===== src/rtl/tanh_plan_arbiter.sv =====
// tanh_plan_arbiter: round-robin arbiter/sequencer sharing one PLAN tanh core
// among NUM_REQ requesters. One operation is outstanding at a time:
// grant -> launch -> wait for core -> hold response until accepted.
// Optional feature macro: TANH_ARB_TIMEOUT_EN (watchdog on the core wait,
// returns +1.0 with rsp_err=1 after TIMEOUT WAIT cycles).
module tanh_plan_arbiter #(
  parameter int N       = 32,
  parameter int NUM_REQ = 4,
  parameter int IDW     = 2,
  parameter int TIMEOUT = 15
) (
  input  logic                 clk,
  input  logic                 rst_n,
  input  logic [NUM_REQ-1:0]   req_valid,
  output logic [NUM_REQ-1:0]   req_ready,
  input  logic [NUM_REQ*N-1:0] req_x,
  output logic                 rsp_valid,
  input  logic                 rsp_ready,
  output logic [IDW-1:0]       rsp_id,
  output logic [N-1:0]         rsp_data,
  output logic                 rsp_err,
  output logic                 core_start,
  output logic [N-1:0]         core_x,
  input  logic                 core_done,
  input  logic [N-1:0]         core_result,
  output logic                 busy
);

  localparam logic [1:0] S_IDLE  = 2'd0;
  localparam logic [1:0] S_ISSUE = 2'd1;
  localparam logic [1:0] S_WAIT  = 2'd2;
  localparam logic [1:0] S_RESP  = 2'd3;

  // +1.0 in Q(N/2).(N/2): the saturated tanh value used for watchdog errors
  localparam logic [N-1:0] SAT_ONE = N'(1) << (N/2);

  logic [1:0]         state;
  logic [IDW-1:0]     rr_ptr;
  logic [IDW-1:0]     id;
  logic               found;
  logic [IDW-1:0]     gnt_idx;
  logic [IDW-1:0]     rr_next;
  logic [NUM_REQ-1:0] gnt_oh;
  logic               tmo;
  int                 idx;

  // Rotating priority search: walk offsets from the far end down so the
  // requester closest to rr_ptr (offset 0 first) wins.
  always_comb begin
    found   = 1'b0;
    gnt_idx = '0;
    idx     = 0;
    for (int k = NUM_REQ - 1; k >= 0; k--) begin
      idx = int'(rr_ptr) + k;
      if (idx >= NUM_REQ) idx = idx - NUM_REQ;
      if (req_valid[idx]) begin
        found   = 1'b1;
        gnt_idx = IDW'(idx);
      end
    end
  end

  // Pointer moves one past the winner; explicit wrap keeps non-power-of-two
  // NUM_REQ correct.
  assign rr_next = (gnt_idx == IDW'(NUM_REQ - 1)) ? '0 : gnt_idx + 1'b1;
  assign gnt_oh  = NUM_REQ'(1) << gnt_idx;
  assign busy    = (state != S_IDLE);

`ifdef TANH_ARB_TIMEOUT_EN
  localparam int CW = $clog2(TIMEOUT + 1);
  logic [CW-1:0] wait_cnt;
  logic          err_q;

  // Watchdog counter: cleared while issuing, counts each WAIT cycle
  always_ff @(posedge clk or negedge rst_n) begin
    if (!rst_n)                 wait_cnt <= '0;
    else if (state == S_ISSUE)  wait_cnt <= '0;
    else if (state == S_WAIT)   wait_cnt <= wait_cnt + 1'b1;
  end

  // Fires on the WAIT cycle in which the count reaches TIMEOUT
  assign tmo = (state == S_WAIT) && (wait_cnt == CW'(TIMEOUT - 1));

  // Error flag: a real core_done in the same cycle wins over the watchdog
  always_ff @(posedge clk or negedge rst_n) begin
    if (!rst_n)                              err_q <= 1'b0;
    else if (state == S_WAIT)                err_q <= tmo && !core_done;
    else if (state == S_RESP && rsp_ready)   err_q <= 1'b0;
  end

  assign rsp_err = err_q;
`else
  localparam int unused_timeout = TIMEOUT;
  assign tmo     = 1'b0;
  assign rsp_err = 1'b0;
`endif

  // Main sequencer: grant, launch, wait for the core, hold the response
  always_ff @(posedge clk or negedge rst_n) begin
    if (!rst_n) begin
      state      <= S_IDLE;
      rr_ptr     <= '0;
      id         <= '0;
      req_ready  <= '0;
      rsp_valid  <= 1'b0;
      rsp_id     <= '0;
      rsp_data   <= '0;
      core_start <= 1'b0;
      core_x     <= '0;
    end else begin
      case (state)
        S_IDLE: begin
          if (found) begin
            req_ready <= gnt_oh;
            core_x    <= req_x[gnt_idx*N +: N];
            id        <= gnt_idx;
            rr_ptr    <= rr_next;
            state     <= S_ISSUE;
          end
        end
        S_ISSUE: begin
          req_ready  <= '0;
          core_start <= 1'b1;
          state      <= S_WAIT;
        end
        S_WAIT: begin
          core_start <= 1'b0;
          if (core_done) begin
            rsp_data  <= core_result;
            rsp_id    <= id;
            rsp_valid <= 1'b1;
            state     <= S_RESP;
          end else if (tmo) begin
            rsp_data  <= SAT_ONE;
            rsp_id    <= id;
            rsp_valid <= 1'b1;
            state     <= S_RESP;
          end
        end
        default: begin
          if (rsp_ready) begin
            rsp_valid <= 1'b0;
            state     <= S_IDLE;
          end
        end
      endcase
    end
  end

endmodule


===== config.mk =====
export PLATFORM = sky130hd
export DESIGN_NAME = tanh_plan_arbiter
export DESIGN_NICKNAME = d
export VERILOG_FILES = /design/src/rtl/tanh_plan_arbiter.sv
export SDC_FILE = /design/constraint.sdc
export NUM_CORES = 1
export LEC_CHECK = 0
export CAP_MARGIN = 20
export CORE_MARGIN = 10
export CORE_UTILIZATION = 30
export DETAILED_ROUTE_END_ITERATION = 10
export GPL_TIMING_DRIVEN = 0
export PLACE_DENSITY = 0.69
export SLEW_MARGIN = 20
export SYNTH_ARGS = -nofsm -noshare
export SYNTH_HDL_FRONTEND = slang
export SYNTH_SLANG_ARGS = --single-unit

===== constraint.sdc =====
create_clock -name clk -period 2.2 [get_ports clk]
set_input_delay 0.44 -clock clk [delete_from_list [all_inputs] [get_ports clk]]
set_output_delay 0.44 -clock clk [all_outputs]
set_load 0.02 [all_outputs]

==> metrics.md <==
| Metric | Value |
|---|---|
| R2R depth | 8 |
| DR pass1 iterations | 4 |
| GR Overflow Total | 0 |
| Setup crit start kind | primary input |
| RR Endpoint | core_x[9] |
| Max clock buf depth | 2 |
| GRT Max-Usage Layer | met2 |
| Tmin final | approximately 2.1 ns |
| Initial DRC count | 87 |
| Place WS | -0.3103 ns |
| Slew margin rel. | 0.6174 |
| Most frequent cells in the layout | clkdlybuf4s50_1, dfrtp_1, a211oi_2, nor2_1, mux2_2 |
| Total track usage | 0.1573 |
| Critical Path AT | approximately 2.3 ns |
| TritonCTS clock tree | done |
| Number of flops mapped to enable cells by yosys | 0 |
| Clock slew at reported path FFs | 0.07 ns |
| Final setup violation count | 0 |
| Leak Pwr | 0.003005 uW |
| DPL Wire Length | 12,980 um |
| Max-cap violations | 0 |
| Share of cells above drive strength 1 | 0.2363 |
| Most common cell after layout, fill and taps aside | clkdlybuf4s50_1 |
| Remaining DRCs | 0 |
| M3 GR Usage | 0.07054 |
| Critical path class | primary input to flip-flop |
| Mapped Avg Cell Area | around 12 um2 |
| CP Data Required Time | 2.42 ns |
| Fmax | 0.4787 GHz |
| Status | complete, no violations |
| Max VDD drop | 0.5033 mV |
| Final hold vios | 0 |
| Die X | 140.9 um |
| Clk_skew | 0.008009 ns |
| Worst-margin pin slew | 0.5738 ns |
| CTS buffer count | 9 |
| Critical path fanouts, max | 10 |
| Post-synth ARST share | 1.000 |
| M1 GR Usage | 0.1785 |
| Ports | 242 |
| Min Hold Slack | 0.07789 ns |
| CP Launch Point | req_valid[1] |
| Starting Density | 0.3039 |
| First-pass GRT wire length | 24,570 um |
| Worst R2R Start | state[1] |
| Final core utilization | 0.5104 |
| # rows | 44 |
| PD cells | 1338 nW/um2 |
| Largest stage delay, worst path | 0.53 ns |
| Worst setup EP type | flip-flop |
| Final slew viol count | 0 |
| Latest clock arrival within the worst-skew pair | 0.34 ns |
| Mapped Area | 4383 um2 |
| Met2 Use GR | 0.2594 |
| WL/cell | around 20 um |
| Hold Crit Class | primary input to async pin |
| Via count | 3,848 |
| Crit-path cells | clkdlybuf4s50_1 -> a21boi_2 -> a2bb2oi_4 -> nand2_4 -> buf_6 -> buf_6 -> a211oi_2 -> a211oi_2 |
| Clock sink count | 78 |
| H-tree Lvls | 3 |
| DRT Wirelength | 15,980 um |
| Synthesized netlist cell count | ~360 |
| #FFs+latches synth | 78 |
| Yosys cell types | 42 |
| Nets | 790 |
| Largest net degree at the start of global routing | a little over 40 |
| Layout Area Growth over Synthesis | 67.97% |
| Syn_nets | 536 |
| Synth Flop Type | dfrtp_1 |
| Slowest CP cell | clkdlybuf4s50_1 |
| Sequential share of the synthesized area | 0.4453 |
| # placed instances | 788 |
| Routability Congestion | about 0.83 |
| Via density per instance | 4.768 |
| Initial antenna violation count | 1 |
| Worst setup margin | 0.1109 ns |
| Die height | 140.9 um |
| Vias in the first global route | between 4k and 5k |
| Synth warn | 0 |
| Post-route insts no fill | 807 |
| Final period util | 0.9496 |
| CTS root buffer | clkbuf_16 |
| Port-buffer cells | 240 |
| Die area | about 20,000 um2 |
| Core box area | ~14,000 um2 |
| Detail Route Antenna Nets | 0 |
| FF-to-FF setup slack | 0.15 ns |
registers in the layout (all words and copies together) (netlist names):
signal      count
state           2
core_x         32
rsp_valid       1
req_ready       4
rsp_id          2
rr_ptr          2
id              2
rsp_data       32
core_start      1
power breakdown:
| group | internal [uW] | total, uW | switching, uW |
|---|---|---|---|
| clock network | 916 | 1540 | 628 |
| registers | 2160 | 2550 | 385 |
| logic | 2790 | 5760 | 2980 |
Yosys cell counts (3+ instances only):
cell,number,area share
a211oi_2,62,0.18
a21oi_1,3,0.0034
and3_1,32,0.046
buf_4,9,0.015
buf_6,4,0.010
clkbuf_1,12,0.010
dfrtp_1,78,0.45
ha_1,5,0.014
inv_1,6,0.0051
mux2_2,34,0.087
mux2i_1,33,0.075
nand2_1,9,0.0077
nor2_1,38,0.033
o21ai_0,5,0.0057
o21ai_1,3,0.0034
layout make-up:
type	instances	area, um2
Antenna cell	1	2.502
Sequential cell	78	1952
Multi-Input combinational cell	250	2218
Timing Repair Buffer	243	2434
Clock inverter	6	70.07
Tap cell	184	230.2
Inverter	8	30.03
Buffer	27	186.4
Clock buffer	10	239.0
Fill cell	1295	7062
kinds of logic after synthesis:
logic type | after synthesis | synth area share
adder cells (fa/ha/maj) | 5 | 0.01427
other | 1 | 0.0008556
buffers and inverters | 35 | 0.04853
multiplexers | 68 | 0.1653
flip-flops | 78 | 0.4453
AND/OR/NAND/NOR | 91 | 0.1062
AO/OA/AOI/OAI | 85 | 0.2195
metrics by stage:
stage / power, uW / TNS (ns) / cell area (um2)
global placement: 8268 / -181.81 / 7015
global route: 10490 / -0.0007312 / 7360
finish: 9853 / 0 / 7362
detailed placement: 8415 / -8.468 / 7033
CTS: 10010 / 0 / 7345
floorplan: 5944 / 0 / 4383
worst max-delay path: cells and delay by family:
family,cells,cell delay [ns]
compound gates,4,0.87
buf+inv,3,0.88
simple gates,1,0.11
metal layers:
layer	vias to the layer above	part of all wire
li1	1843	-
met1	1839	0.41
met2	155	0.48
met3	11	0.097
met4	0	0.011
met5	-	0
how the worst max path moves through the flow:
stage	slack (ns)	to	cells past startpoint
after floorplan	0.38	core_x[10]	8
after global placement	-2.24	core_x[20]	1
after detailed placement	-0.31	core_x[20]	8
after CTS	0.07	core_x[20]	8
after global routing	-0.0007	core_x[29]	8
final	0.11	core_x[20]	8
repair_timing:
action                     in CTS  in global routing
buffers inserted                0                  2
pin swaps                       0                  0
gates resized for setup         4                  1
hold buffers                    0                  0
setup endpoints to repair      24                  6
(Power assumes the default switching activity.)
